**src/rtl/posit_encode_pipe.sv**
```systemverilog
// posit_encode_pipe: two-stage encoder that packs a normalized sign/scale/mantissa
//   triple into an N-bit fixed-regime posit: sign, RS-bit regime, ES-bit exponent and
//   MANT_W-3 fraction bits. Negative values are stored in two's complement.
// Latency: 2 cycles from an accepted input to out_valid. Throughput: one beat per cycle.
// Backpressure: in_ready = ~out_valid | out_ready. The whole pipe freezes while the
//   output is held, so out_* stay stable during a stall. Bubbles are not collapsed.
// Ports: clk/reset (synchronous, active-high); in_valid/in_ready/in_sign/in_scale/
//   in_mant/in_zero/in_inf on the input side; out_valid/out_ready/out_posit/out_zero/
//   out_inf/out_sat on the output side.
// Build option: define POSIT_ENC_RNE_EN to get round-to-nearest-even. When it is not
//   defined, the encoder truncates and ignores the guard and sticky bits.
module posit_encode_pipe #(
    parameter int N       = 16,
    parameter int ES      = 4,
    parameter int RS      = 2,
    parameter int MANT_W  = 12,
    parameter int SCALE_W = 8
) (
    input  logic               clk,
    input  logic               reset,
    input  logic               in_valid,
    output logic               in_ready,
    input  logic               in_sign,
    input  logic [SCALE_W-1:0] in_scale,
    input  logic [MANT_W-1:0]  in_mant,
    input  logic               in_zero,
    input  logic               in_inf,
    output logic               out_valid,
    input  logic               out_ready,
    output logic [N-1:0]       out_posit,
    output logic               out_zero,
    output logic               out_inf,
    output logic               out_sat
);

    localparam int FRAC_W  = MANT_W - 3;
    // The fixed regime together with the exponent covers scales
    // -2^(RS+ES-1) .. 2^(RS+ES-1)-1.
    localparam int EXP_MAX = (1 << (RS + ES - 1)) - 1;
    localparam int EXP_MIN = -(1 << (RS + ES - 1));

    localparam logic signed [SCALE_W:0] SCALE_MAX = (SCALE_W + 1)'(EXP_MAX);
    localparam logic signed [SCALE_W:0] SCALE_MIN = (SCALE_W + 1)'(EXP_MIN);

    localparam logic [N-1:0]  MAXPOS   = {1'b0, {(N - 1){1'b1}}};
    localparam logic [N-1:0]  MINPOS   = {{(N - 1){1'b0}}, 1'b1};
    localparam logic [N-1:0]  NAR      = {1'b1, {(N - 1){1'b0}}};
    localparam logic [RS-1:0] REG_FLIP = {1'b1, {(RS - 1){1'b0}}};

    logic advance;

    assign advance  = ~out_valid | out_ready;
    assign in_ready = advance;

    // ------------------------------------------------------------------
    // Stage 1: round and adjust the scale
    // ------------------------------------------------------------------
    logic [FRAC_W-1:0]  frac;
    logic               guard;
    logic               sticky;
    logic               rnd;
    logic [FRAC_W:0]    frac_sum;
    logic signed [SCALE_W:0] scale_ext;
    logic signed [SCALE_W:0] scale_rnd;
    logic [FRAC_W-1:0]  frac_rnd;

    assign frac   = in_mant[MANT_W-2:2];
    assign guard  = in_mant[1];
    assign sticky = in_mant[0];

`ifdef POSIT_ENC_RNE_EN
    // Round to nearest. On a tie, round so that the fraction LSB ends up even.
    assign rnd = guard & (sticky | frac[0]);

    // The hidden bit is always 1 by contract, so the encoder never reads it.
    logic unused_bits;
    assign unused_bits = in_mant[MANT_W-1];
`else
    // Truncation. This matches the packing the multiplier did inline.
    assign rnd = 1'b0;

    logic unused_bits;
    assign unused_bits = ^{in_mant[MANT_W-1], guard, sticky};
`endif

    assign frac_sum  = {1'b0, frac} + {{FRAC_W{1'b0}}, rnd};
    // One extra bit of headroom: an input scale at its maximum cannot wrap on carry.
    assign scale_ext = {in_scale[SCALE_W-1], in_scale};
    // A carry out of the fraction means the value rounded up to the next power of two.
    // Truncation can never produce that carry, but the path is kept for both builds.
    assign scale_rnd = frac_sum[FRAC_W] ? scale_ext + {{SCALE_W{1'b0}}, 1'b1} : scale_ext;
    assign frac_rnd  = frac_sum[FRAC_W] ? '0 : frac_sum[FRAC_W-1:0];

    logic                    s1_valid;
    logic                    s1_sign;
    logic signed [SCALE_W:0] s1_scale;
    logic [FRAC_W-1:0]       s1_frac;
    logic                    s1_zero;
    logic                    s1_inf;

    always_ff @(posedge clk) begin
        if (reset) begin
            s1_valid <= 1'b0;
            s1_sign  <= 1'b0;
            s1_scale <= '0;
            s1_frac  <= '0;
            s1_zero  <= 1'b0;
            s1_inf   <= 1'b0;
        end else if (advance) begin
            s1_valid <= in_valid;
            if (in_valid) begin
                s1_sign  <= in_sign;
                s1_scale <= scale_rnd;
                s1_frac  <= frac_rnd;
                s1_zero  <= in_zero;
                s1_inf   <= in_inf;
            end
        end
    end

    // ------------------------------------------------------------------
    // Stage 2: pack the fields, saturate and apply the sign
    // ------------------------------------------------------------------
    logic [RS-1:0] k;
    logic [RS-1:0] regime;
    logic [N-1:0]  mag_fmt;
    logic [N-1:0]  mag;
    logic [N-1:0]  p_posit;
    logic          p_zero;
    logic          p_inf;
    logic          p_sat;

    // The regime is the two's-complement k with its MSB inverted, so the
    // field codes increase monotonically with k.
    assign k       = s1_scale[RS+ES-1:ES];
    assign regime  = k ^ REG_FLIP;
    assign mag_fmt = {1'b0, regime, s1_scale[ES-1:0], s1_frac};

    always_comb begin
        mag     = '0;
        p_posit = '0;
        p_zero  = 1'b0;
        p_inf   = 1'b0;
        p_sat   = 1'b0;
        if (s1_inf) begin
            p_posit = NAR;
            p_inf   = 1'b1;
        end else if (s1_zero) begin
            p_zero  = 1'b1;
        end else begin
            if (s1_scale > SCALE_MAX) begin
                mag   = MAXPOS;
                p_sat = 1'b1;
            end else if (s1_scale < SCALE_MIN) begin
                mag   = MINPOS;
                p_sat = 1'b1;
            end else if (mag_fmt == '0) begin
                // The smallest scale with an empty fraction would encode as zero,
                // so it is clamped to minpos instead.
                mag   = MINPOS;
                p_sat = 1'b1;
            end else begin
                mag   = mag_fmt;
            end
            p_posit = s1_sign ? (~mag + 1'b1) : mag;
        end
    end

    always_ff @(posedge clk) begin
        if (reset) begin
            out_valid <= 1'b0;
            out_posit <= '0;
            out_zero  <= 1'b0;
            out_inf   <= 1'b0;
            out_sat   <= 1'b0;
        end else if (advance) begin
            out_valid <= s1_valid;
            // A bubble clears the payload so the flags never appear without a valid.
            out_posit <= s1_valid ? p_posit : '0;
            out_zero  <= s1_valid & p_zero;
            out_inf   <= s1_valid & p_inf;
            out_sat   <= s1_valid & p_sat;
        end
    end

endmodule

```
**config.mk**
```make
export PLATFORM = sky130hd
export DESIGN_NAME = posit_encode_pipe
export DESIGN_NICKNAME = d
export VERILOG_FILES = /design/src/rtl/posit_encode_pipe.sv
export SDC_FILE = /design/constraint.sdc
export NUM_CORES = 1
export LEC_CHECK = 0
export CORE_UTILIZATION = 40
export CTS_CLUSTER_SIZE = 24
export DETAILED_ROUTE_END_ITERATION = 12
export PLACE_DENSITY = 0.66
export SYNTH_ARGS = -nofsm -noshare
export SYNTH_HDL_FRONTEND = slang
export SYNTH_SLANG_ARGS = --single-unit
```
**constraint.sdc**
```tcl
create_clock -name clk -period 2.72 [get_ports clk]
set_clock_uncertainty 0.1 [all_clocks]
set_input_delay 0.272 -clock clk [delete_from_list [all_inputs] [get_ports clk]]
set_output_delay 0.272 -clock clk [all_outputs]
set_load 0.1 [all_outputs]
```
# Yosys cells after proc, flatten, opt, wreduce, memory -nomap -nowiden
# Index checks and enable logic that the tools add are counted.
[op_classes]
bitwise_logic = 7
n_addsub = 1
order_cmp = 2
muxes = 17
n_reduce_logical = 2
[op_table]
columns = ["cell", "n"]
rows = [
  ["2-to-1 mux 16 bit", 6],
  ["2-to-1 mux 15 bit", 3],
  ["adder 16 x 1 -> 16 bit, second input constant", 1],
  ["logical NOT 16 bit", 1],
  ["NOT 16 bit", 1],
  ["greater-than comparator 8 x 6 -> 1 bit, second input constant", 1],
  ["< comparator 8 x 6 -> 1 bit, second input constant", 1],
  ["2-to-1 mux 1 bit", 8],
  ["AND 1 bit", 3],
  ["NOT 1 bit", 2],
  ["AND reduction 2 bit", 1],
  ["OR 1 bit", 1],
]
[word_totals]
elab_cells = 40
reg_bits = 41

# Depth between registers and ports, before layout
# Gate-level depths: netlist of run 1.
[logic_depth]
depth_word = 13
depth_mapped = 11
depth_no_buf = 10

# Worst setup path before layout of run 1
# No wires, ideal clock.
[synth_timing]
kind = "flip-flop to flip-flop"
startpoint = "register out_valid"
endpoint = "register out_posit[5]"
setup_slack_ns = -0.131
n_path_buf = 2
path_stages_with_launch = 8
arrival_time_ns = 2.645
required_ns = 2.514
path_cell_list = "dfxtp_1 nor2b_1 buf_2 inv_1 nor2_1 clkbuf_1 nand2_1 o311ai_0"
[synth_between]
elab_chain_len = 2
[synth_rtl]
columns = ["item", "line_no", "rtl"]
rows = [
  ["start: declaration", "28", "output logic out_valid,"],
  ["start signal: assignment", "177", "out_valid <= s1_valid;"],
  ["NOT 1 bit", "52", "assign advance = ~out_valid | out_ready;"],
  ["OR 1 bit", "52", ""],
  ["net in_ready", "22", "output logic in_ready,"],
  ["end signal: assignment", "179", "out_posit <= s1_valid ? p_posit : '0;"],
  ["end: declaration", "30", "output logic [N-1:0] out_posit,"],
]
# The timed path passes the listed nets, and every way through them passes these cells.
# A chain may end at the register's enable or synchronous reset.

# Worst setup path after layout of run 1
[layout_timing]
startpoint = "register s1_scale[1]"
endpoint = "register out_posit[12]"
[layout_between]
elab_chain_len = 12
[layout_rtl]
columns = ["item", "line_no", "rtl"]
rows = [
  ["start: declaration", "96", "logic signed [SCALE_W:0] s1_scale;"],
  ["start signal: assignment", "113", "s1_scale <= scale_rnd;"],
  ["branches (longest 3 deep; another with < comparator 8 x 6 -> 1 bit)", "--", ""],
  ["2-to-1 mux 15 bit *", "151", "if (s1_scale > SCALE_MAX) begin"],
  ["2-to-1 mux 16 bit *", "148", "end else if (s1_zero) begin"],
  ["2-to-1 mux 16 bit *", "145", "if (s1_inf) begin"],
  ["NOT 16 bit", "165", "p_posit = s1_sign ? (~mag + 1'b1) : mag;"],
  ["adder 16 x 1 -> 16 bit", "165", ""],
  ["2-to-1 mux 16 bit *", "165", ""],
  ["2-to-1 mux 16 bit *", "148", ""],
  ["2-to-1 mux 16 bit *", "145", ""],
  ["2-to-1 mux 16 bit *", "179", ""],
]
# Every way passes the cells marked *. The select of a mux whose other input is x is not followed.

==> results of run 1 <==
## power by group through the flow
stage | registers (W) | logic, W | clock network [W]
2_1_floorplan | 0.000733 | 0.000194 | 0
3_3_place_gp | 0.000672 | 0.000369 | 0
3_5_place_dp | 0.000672 | 0.000372 | 0
4_1_cts | 0.000658 | 0.000373 | 0.000520
5_1_grt | 0.000662 | 0.000408 | 0.000543
6_report | 0.000658 | 0.000373 | 0.000509
## Yosys cell counts, types with 2 or more instances
cell / n / area share (%)
nand2_1: 72 / 13
dfxtp_1: 41 / 39
a21oi_1: 34 / 8.1
nor2_1: 19 / 3.4
o21ai_0: 15 / 3.6
clkbuf_1: 13 / 2.3
nor3_1: 7 / 1.7
buf_2: 5 / 1.2
nand3_1: 5 / 1.2
a22o_1: 4 / 1.7
a211oi_1: 3 / 1.1
and2_1: 3 / 0.89
inv_1: 3 / 0.54
mux2i_1: 3 / 1.4
nor4_1: 3 / 0.89
o21ai_1: 3 / 0.71
o221ai_1: 3 / 1.3
xnor2_1: 3 / 1.3
a22oi_1: 2 / 0.71
a31oi_1: 2 / 0.60
a41oi_1: 2 / 0.83
nor2b_1: 2 / 0.60
nor4_4: 2 / 2.0
o211ai_1: 2 / 0.71
## state kept, by name (all words and copies together), names as in the netlist
register / cells
s1_sign: 1
out_zero: 1
s1_zero: 1
s1_inf: 1
out_sat: 1
out_posit: 16
s1_valid: 1
s1_scale: 8
out_inf: 1
out_valid: 1
s1_frac: 9
## cells in the final DEF, fill, tap and decap left out, types with 4 or more instances in the layout
| master | synthesis | routed |
|---|---|---|
| nor3_1 | 7 | 7 |
| buf_4 | 0 | 37 |
| clkdlybuf4s50_1 | 0 | 23 |
| a21oi_1 | 34 | 34 |
| a22o_1 | 4 | 4 |
| o21ai_0 | 15 | 15 |
| nand3_1 | 5 | 5 |
| clkbuf_8 | 0 | 6 |
| dfxtp_1 | 41 | 40 |
| nor2_1 | 19 | 19 |
| nand2_1 | 72 | 72 |
## layout make-up
cell class / count / area (um^2)
fill: 527 / 2330
multi-input combinational: 214 / 1200
sequential: 41 / 822
timing repair buffer: 60 / 508
tap: 70 / 87.6
clock buffer: 7 / 86.3
clock inverter: 1 / 30.0
inverter: 3 / 11.3
## routing by layer
metal | routed length, um | share of wire, %
met4 | 55 | 1.1
met1 | 2480 | 48
met5 | 0 | 0
met2 | 2350 | 46
met3 | 262 | 5.1
## cells by family (layout without fill, tap and decap cells)
family	Yosys count	count (layout)	synth area share (%)
DFF	41	41	39.1
buffers and inverters	21	71	4.05
xor gates and xnor gates	4	4	1.67
and+or+nand+nor	120	120	26.2
muxes	4	4	1.97
adders and majority gates	1	1	0.596
AOI/OAI and AO/OA	85	85	26.4
## how the worst max path moves through the flow
stage                                  start                         end  slack, ns  cells after the start
finish              s1_scale[1]$_SDFFE_PP0P_  out_posit[12]$_SDFFE_PP0N_       0.23                      9
global route        s1_scale[1]$_SDFFE_PP0P_  out_posit[12]$_SDFFE_PP0N_       0.03                      9
CTS                 s1_scale[1]$_SDFFE_PP0P_  out_posit[12]$_SDFFE_PP0N_       0.22                      9
detailed placement  s1_scale[1]$_SDFFE_PP0P_  out_posit[12]$_SDFFE_PP0N_       0.26                      9
global placement    s1_scale[1]$_SDFFE_PP0P_  out_posit[12]$_SDFFE_PP0N_       0.29                      9
floorplan             out_valid$_SDFFE_PP0N_   out_posit[5]$_SDFFE_PP0N_       0.18                      7
## through the flow
stage / power [W] / hold WS, ns
floorplan: 0.000928 / 0.308
global placement: 0.00104 / 0.337
detailed placement: 0.00104 / 0.334
CTS: 0.00155 / 0.347
global route: 0.00161 / 0.376
finish: 0.00154 / 0.343
## tightest hold or removal path: stages, from the launching register on
cell and delay, ns:
dfxtp_1 0.31, nand2_1 0.05, nand2_1 0.04
## what timing repair did
item,CTS,global route
endpoints found under the setup margin,0,1
gates resized for setup,0,1
endpoints found under the hold margin,0,0
==> reports/metrics.cfg, run 1 <==
[detailed_routing]
drt_iter0_drc = 210
wire_per_inst_um = 13.0
vias = 2047
ant_nets = 0
vias_per_cell = 5.17
drt_wl_total_mm = 5.15
firstDrtPassIters = 4
drc = 0

[logic_synthesis]
synth_fp_nets = 304
async_flop_share_pct = 0
synth_edf_count = 0
ys_types = 49
avgSynthCellArea_um2 = 7.61
yosysSeqAreaShare_pct = 39.1
synth_flop_cell = dfxtp_1
yosysWarningCount = 0
syn_area_um2 = 2100
syn_inst = 276
synth-seq-cells = 41

[cells_and_area]
layout.nets = 353
drive_above_1_share_pct = 17.2
final_core_util_pct = 54.0
diodes = 0
final_cell_area_um2 = 2740
area.growth.synth_to_final_pct = 30.6
stdcell_count = 396

[timing]
worst_pin_slew_ns = 0.685
slew_viol_final = 0
setup_ws_ns = 0.225
finalHoldViolCount = 0
setup_tns_ns = 0
rsz0062_at_grt = no
period_share_pct = 91.7
maxSlewHeadroom_pct = 54.3
max_freq_ghz = 0.401
fin_crit_ns = 2.49
setup_violations = 0

[critical_path]
max_stage_delay_ns = 0.50
reg2reg_depth = 9
end_kind = flip-flop
critical_path_class = flip-flop to flip-flop
path_max_fanout = 9
crit_path_top_delay_cell = dfxtp_1
start_kind = flip-flop
cp_data_arrival_time_ns = 2.62
reg2reg_from = s1_scale[1]$_SDFFE_PP0P_
path_cells = nor4_1, nand2_1, o21ai_1, nor3_1, ha_2, nand2_1, nor4_1, mux2_2, o21ai_0
r2r_setup_slack_ns = 0.23
reg2reg_to = out_posit[12]$_SDFFE_PP0N_
cpLargestDelayFamily = simple AND/OR/NAND/NOR gates
crit_required_ns = 2.84
crit_buf_inv = 0

[pwr]
pwr-share-clk_pct = 33.0
p_per_area_nw_per_um2 = 562
internal_power_w = 0.00107
leakage_nw = 1.05
p_sw_w = 0.000468
pwr-share-seq_pct = 42.7
power_frac_comb_pct = 24.2
swShare_pct = 30.4
peakVddDrop_uv = 265

[global_routing]
use_met2_pct = 30.8
grt_usage_pct = 20.4
antenna_found_initial = 0
grt-ovfl-total = 0
grt_pass1_vias = 1786
use_met3_pct = 5.01
grt_busiest_layer = met2
grt_max_degree = 28
use_met1_pct = 28.3
grt_pass1_wl_mm = 8.67

[die]
die_h_um = 74.5
num_rows = 26
ios = 48
start_util_pct = 41.4
core_region_area_um2 = 5070
die_x_um = 74.5
die-area_um2 = 5540

[status]
status = finished, final reports clean

[hold_path]
hp-class = flip-flop to flip-flop
whs_path_depth = 2
hp-start = out_sat$_SDFFE_PP0N_
min_to = out_sat$_SDFFE_PP0N_

[run]
drv_cap = 0

[clocking]
hold_buffers = 0
root_buffer = clkbuf_8
path_clk_slew_ns = 0.07
cts_setup_buffers = 0
cts.sinks = 41
htree_levels = 2
cts_tree = built
numCtsBuffers = 5
clock_path_buffers = 2
insertion_delay_ns = 0.30

[placement]
placed_cell_area_um2 = 2620
place.gp.congestion = 0.903
dp_slack_ns = 0.261
dp_cells = 388
io_buffers = 44
place_hpwl_mm = 3.76

(Power assumes the default switching activity.)
==> inputs of run 2 (changes only) <==
==> constraint.sdc (replaced) <==
create_clock -name clk -period 2.72 [get_ports clk]
set_clock_uncertainty 0.1 [all_clocks]
set_input_delay 0.544 -clock clk [delete_from_list [all_inputs] [get_ports clk]]
set_output_delay 0.544 -clock clk [all_outputs]
set_load 0.1 [all_outputs]
==> run 2 against run 1 <==
Critical path depth is the same. Non-clock buffer count grew 3. Combinational power grew 2%. Global-route usage grew 0.78 points. Die area is the same. Sequential power is essentially flat. Hold slack lost 0.0011 ns. Flip-flop and latch count is the same. Largest cell class unchanged.
==> reports/metrics.cfg, run 2 (same netlist as run 1, synthesis figures left out) <==
[global_routing]
grt_max_degree = 28
antenna_found_initial = 0
grt_usage_pct = 21.2
grt-ovfl-total = 0
grt_pass1_vias = 1909
grt_pass1_wl_mm = 8.99

[clocking]
insertion_delay_ns = 0.30
path_clk_slew_ns = 0.08
cts.sinks = 41
cts_resized = 0
root_buffer = clkbuf_8
numCtsBuffers = 5
cts_tree = built
cts_setup_buffers = 0
hold_buffers = 0
htree_levels = 2
clock_path_buffers = 2

[critical_path]
start_kind = flip-flop
crit_buf_inv = 0
crit_path_top_delay_cell = dfxtp_1
end_kind = flip-flop
cp.depth = 9
crit_required_ns = 2.85
max_stage_delay_ns = 0.48
path_cells = nor4_4, nand3_4, o21ai_1, nor3_1, ha_2, nand2_1, nor4_1, mux2_2, o21ai_0
critical_path_class = flip-flop to flip-flop
cp_data_arrival_time_ns = 2.53
cpLargestDelayFamily = simple AND/OR/NAND/NOR gates
reg2reg_depth = 9
path_max_fanout = 6

[timing]
rsz0062_at_grt = no
setup_violations = 0
maxSlewHeadroom_pct = 54.8
max_freq_ghz = 0.416
finalHoldViolCount = 0
period_share_pct = 88.3
slew_viol_final = 0
fin_crit_ns = 2.40
worst_pin_slew_ns = 0.678
setup_tns_ns = 0

[status]
status = finished, final reports clean

[hold_path]
whs_path_depth = 2
hp-class = flip-flop to flip-flop

[placement]
dp_cells = 391
io_buffers = 44
place.gp.congestion = 0.873
place_hpwl_mm = 3.78

[cells_and_area]
area.growth.synth_to_final_pct = 31.6
final_common_cell = nand2_1
largest_register = out_posit
final_cell_mix = 72 x nand2_1, 39 x dfxtp_1, 39 x buf_4
drive_above_1_share_pct = 18.5
stdcell_count = 399
diodes = 0
top_regs = out_posit x16, s1_frac x9, s1_scale x8
layout.nets = 356
largest_reg_flops = 16

[die]
core_region_area_um2 = 5070
ios = 48
start_util_pct = 41.4
die-area_um2 = 5540
die_h_um = 74.5
die_x_um = 74.5
num_rows = 26

[detailed_routing]
firstDrtPassIters = 4
vias = 2070
drt_wl_total_mm = 5.19
drc = 0
ant_nets = 0
wire_per_inst_um = 13.0
vias_per_cell = 5.19
drt_iter0_drc = 147

[pwr]
peakVddDrop_uv = 291
p_per_area_nw_per_um2 = 536
leakage_nw = 1.07

[run]
drv_cap = 0

-- run 2: cell types whose count changed in the layout (fill, tap and decap cells not counted) --
| cell | before | now |
|---|---|---|
| buf_4 | 37 | 39 |
| buf_12 | 0 | 1 |
| bufinv_16 | 1 | 0 |
| clkbuf_1 | 1 | 0 |
| clkbuf_8 | 6 | 7 |
| clkinv_2 | 0 | 1 |
| dfxtp_1 | 40 | 39 |
| dfxtp_2 | 1 | 2 |
-- run 2: final timing paths --
path                           startpoint  slack, ns                         end
setup / recovery  s1_frac[3]$_SDFFE_PP0P_       0.32  out_posit[12]$_SDFFE_PP0N_
hold / removal       out_sat$_SDFFE_PP0N_       0.34        out_sat$_SDFFE_PP0N_
setup reg to reg  s1_frac[3]$_SDFFE_PP0P_       0.32  out_posit[12]$_SDFFE_PP0N_
hold reg to reg      out_sat$_SDFFE_PP0N_       0.34        out_sat$_SDFFE_PP0N_
-- run 2: cell type report --
class / count / area, um^2
Multi-Input combinational cell: 214 / 1200
Fill cell: 514 / 2310
Tap cell: 70 / 87.6
Clock inverter: 1 / 5.00
Timing Repair Buffer: 63 / 543
Inverter: 3 / 11.3
Sequential cell: 41 / 823
Clock buffer: 7 / 96.3
-- run 2: stage by stage --
stage	hold slack, ns	power, W	cell area (um^2)	setup WS [ns]	utilization, %
after floorplan	0.346	0.000928	2100	0.182	-
after global placement	0.336	0.00104	2660	0.250	52.4
after detailed placement	0.334	0.00105	2660	0.250	52.4
after CTS	0.346	0.00149	2760	0.231	54.4
after global routing	0.377	0.00156	2760	0.0409	54.4
final	0.342	0.00148	2760	0.318	54.4
-- run 2: per-layer routing --
layer	global-route usage [%]	wire length [um]
met3	5.56	266
met1	28.9	2480
met5	0	0
met2	32.3	2350
met4	7.55	105
-- run 2: where the power goes --
part	internal (W)	switching, W
clock network	0.000230	0.000216
logic	0.000148	0.000231
registers	0.000628	0.0000282
-- run 2: worst min-delay path: stages, from the launching register on --
cell	delay, ns
dfxtp_1	0.31
nand2_1	0.05
nand2_1	0.04
==> inputs of run 3 (changes only) <==
--- a/config.mk
+++ b/config.mk
@@ -5,10 +5,10 @@
 export SDC_FILE = /design/constraint.sdc
 export NUM_CORES = 1
 export LEC_CHECK = 0
-export CORE_UTILIZATION = 40
+export CORE_UTILIZATION = 39
 export CTS_CLUSTER_SIZE = 24
 export DETAILED_ROUTE_END_ITERATION = 12
-export PLACE_DENSITY = 0.66
+export SLEW_MARGIN = 5
 export SYNTH_ARGS = -nofsm -noshare
 export SYNTH_HDL_FRONTEND = slang
 export SYNTH_SLANG_ARGS = --single-unit
==> run 3 against run 2 <==
Clock power fell by 12%. Core utilization shrank 0.64 points. Largest power group unchanged. Fmax is 2.1% lower. Combinational power increased by 2%. Largest cell class unchanged. Wire length up 2.3%. Register-to-register slack got worse by 0.05 ns.
==> reports/metrics.cfg, run 3 (same netlist as run 1, synthesis figures left out) <==
[timing]
slew_viol_final = 0
worst_pin_slew_ns = 0.699
setup_violations = 0
fin_crit_ns = 2.45
setup_tns_ns = 0
setup_ws_ns = 0.265
rsz0062_at_grt = no
max_freq_ghz = 0.407
finalHoldViolCount = 0
maxSlewHeadroom_pct = 53.4
period_share_pct = 90.3

[detailed_routing]
ant_nets = 0
drc = 0
vias_per_cell = 5.20
firstDrtPassIters = 4
wire_per_inst_um = 13.2
drt_wl_total_mm = 5.32
drt_iter0_drc = 174
vias = 2089

[clocking]
clock_path_buffers = 2
hold_buffers = 0
insertion_delay_ns = 0.30
cts_resized = 0
path_clk_slew_ns = 0.09
numCtsBuffers = 5
cts_setup_buffers = 0
cts.sinks = 41
cts_tree = built
htree_levels = 2
root_buffer = clkbuf_8

[global_routing]
grt-ovfl-total = 0
grt_pass1_vias = 1869
grt_usage_pct = 20.8
grt_max_degree = 28
grt_pass1_wl_mm = 8.88
antenna_found_initial = 0

[cells_and_area]
area.growth.synth_to_final_pct = 31.7
final_cell_area_um2 = 2770
final_cell_mix = 72 x nand2_1, 42 x buf_4, 40 x dfxtp_1
fill_cells = 534
final_core_util_pct = 53.8
largest_register = out_posit
drive_above_1_share_pct = 18.7
final_common_cell = nand2_1
largest_reg_flops = 16
top_regs = out_posit x16, s1_frac x9, s1_scale x8
diodes = 0
layout.nets = 359

[run]
drv_cap = 0

[placement]
io_buffers = 44
placed_cell_area_um2 = 2680
place_hpwl_mm = 3.89
dp_slack_ns = 0.290
place.gp.congestion = 0.846

[status]
status = finished, final reports clean

[critical_path]
cp_data_arrival_time_ns = 2.57
max_stage_delay_ns = 0.45
path_cells = a21bo_2, o21ai_1, nor3_1, ha_2, nand2_1, nor4_1, mux2_2, o21ai_0
start_kind = flip-flop
crit_required_ns = 2.84
path_max_fanout = 7
cpLargestDelayFamily = simple AND/OR/NAND/NOR gates
crit_path_top_delay_cell = dfxtp_1
end_kind = flip-flop
crit_buf_inv = 0
critical_path_class = flip-flop to flip-flop

[die]
die-area_um2 = 5680
start_util_pct = 40.8
die_h_um = 75.4
num_rows = 26
die_x_um = 75.4
core_region_area_um2 = 5140
ios = 48

[pwr]
peakVddDrop_uv = 247
leakage_nw = 1.08
p_per_area_nw_per_um2 = 518

[hold_path]
hp-class = flip-flop to flip-flop

run 3: cell count changes in the layout (fill, tap and decap cells not counted), sizes merged:
cell | before | now
buf | 40 | 43
clkbuf | 7 | 6
clkinv | 1 | 2
run 3: worst paths after layout:
path | slack, ns | from | endpoint | cells after the start
max reg2reg | 0.27 | s1_scale[5]$_SDFFE_PP0P_ | out_posit[12]$_SDFFE_PP0N_ | 8
min reg2reg | 0.35 | out_posit[13]$_SDFFE_PP0N_ | out_posit[13]$_SDFFE_PP0N_ | 2
max | 0.27 | s1_scale[5]$_SDFFE_PP0P_ | out_posit[12]$_SDFFE_PP0N_ | 8
min | 0.35 | out_posit[13]$_SDFFE_PP0N_ | out_posit[13]$_SDFFE_PP0N_ | 2
run 3: metal layers:
metal / part of all wire [%] / global-route usage, %
met5: 0 / 0
met4: 1.6 / 7.61
met3: 5.1 / 4.89
met2: 45 / 33.1
met1: 48 / 27.7
run 3: cell type report:
type / instances / area [um^2] / area share, %
clock buffers: 6 / 72.6 / 2.62
clock inverters: 2 / 10.0 / 0.362
inverters: 3 / 11.3 / 0.407
multi-input cells: 214 / 1200 / 43.3
flip-flops and latches: 41 / 822 / 29.7
well taps: 70 / 87.6 / 3.17
repair buffers: 66 / 566 / 20.5
run 3: where the power goes:
part           internal (W)  leakage (nW)  switching (W)
logic              0.000151         0.697       0.000233
registers          0.000628         0.335      0.0000289
clock network      0.000178        0.0450       0.000213
total              0.000958          1.08       0.000475
run 3: worst reg2reg max path: cells and delay by family (launching register included):
kind | cells | cell delay (ns)
adder cells (fa/ha/maj) | 1 | 0.30
multiplexers | 1 | 0.37
flip-flops | 1 | 0.45
AO/OA/AOI/OAI | 3 | 0.51
AND/OR/NAND/NOR | 3 | 0.65
run 3: through the flow:
stage / std cells / power [W] / hold slack (ns)
2_1_floorplan: 276 / 0.000928 / 0.346
3_3_place_gp: 394 / 0.00105 / 0.336
3_5_place_dp: 394 / 0.00105 / 0.341
4_1_cts: 402 / 0.00144 / 0.351
5_1_grt: 402 / 0.00151 / 0.365
6_report: 402 / 0.00143 / 0.346
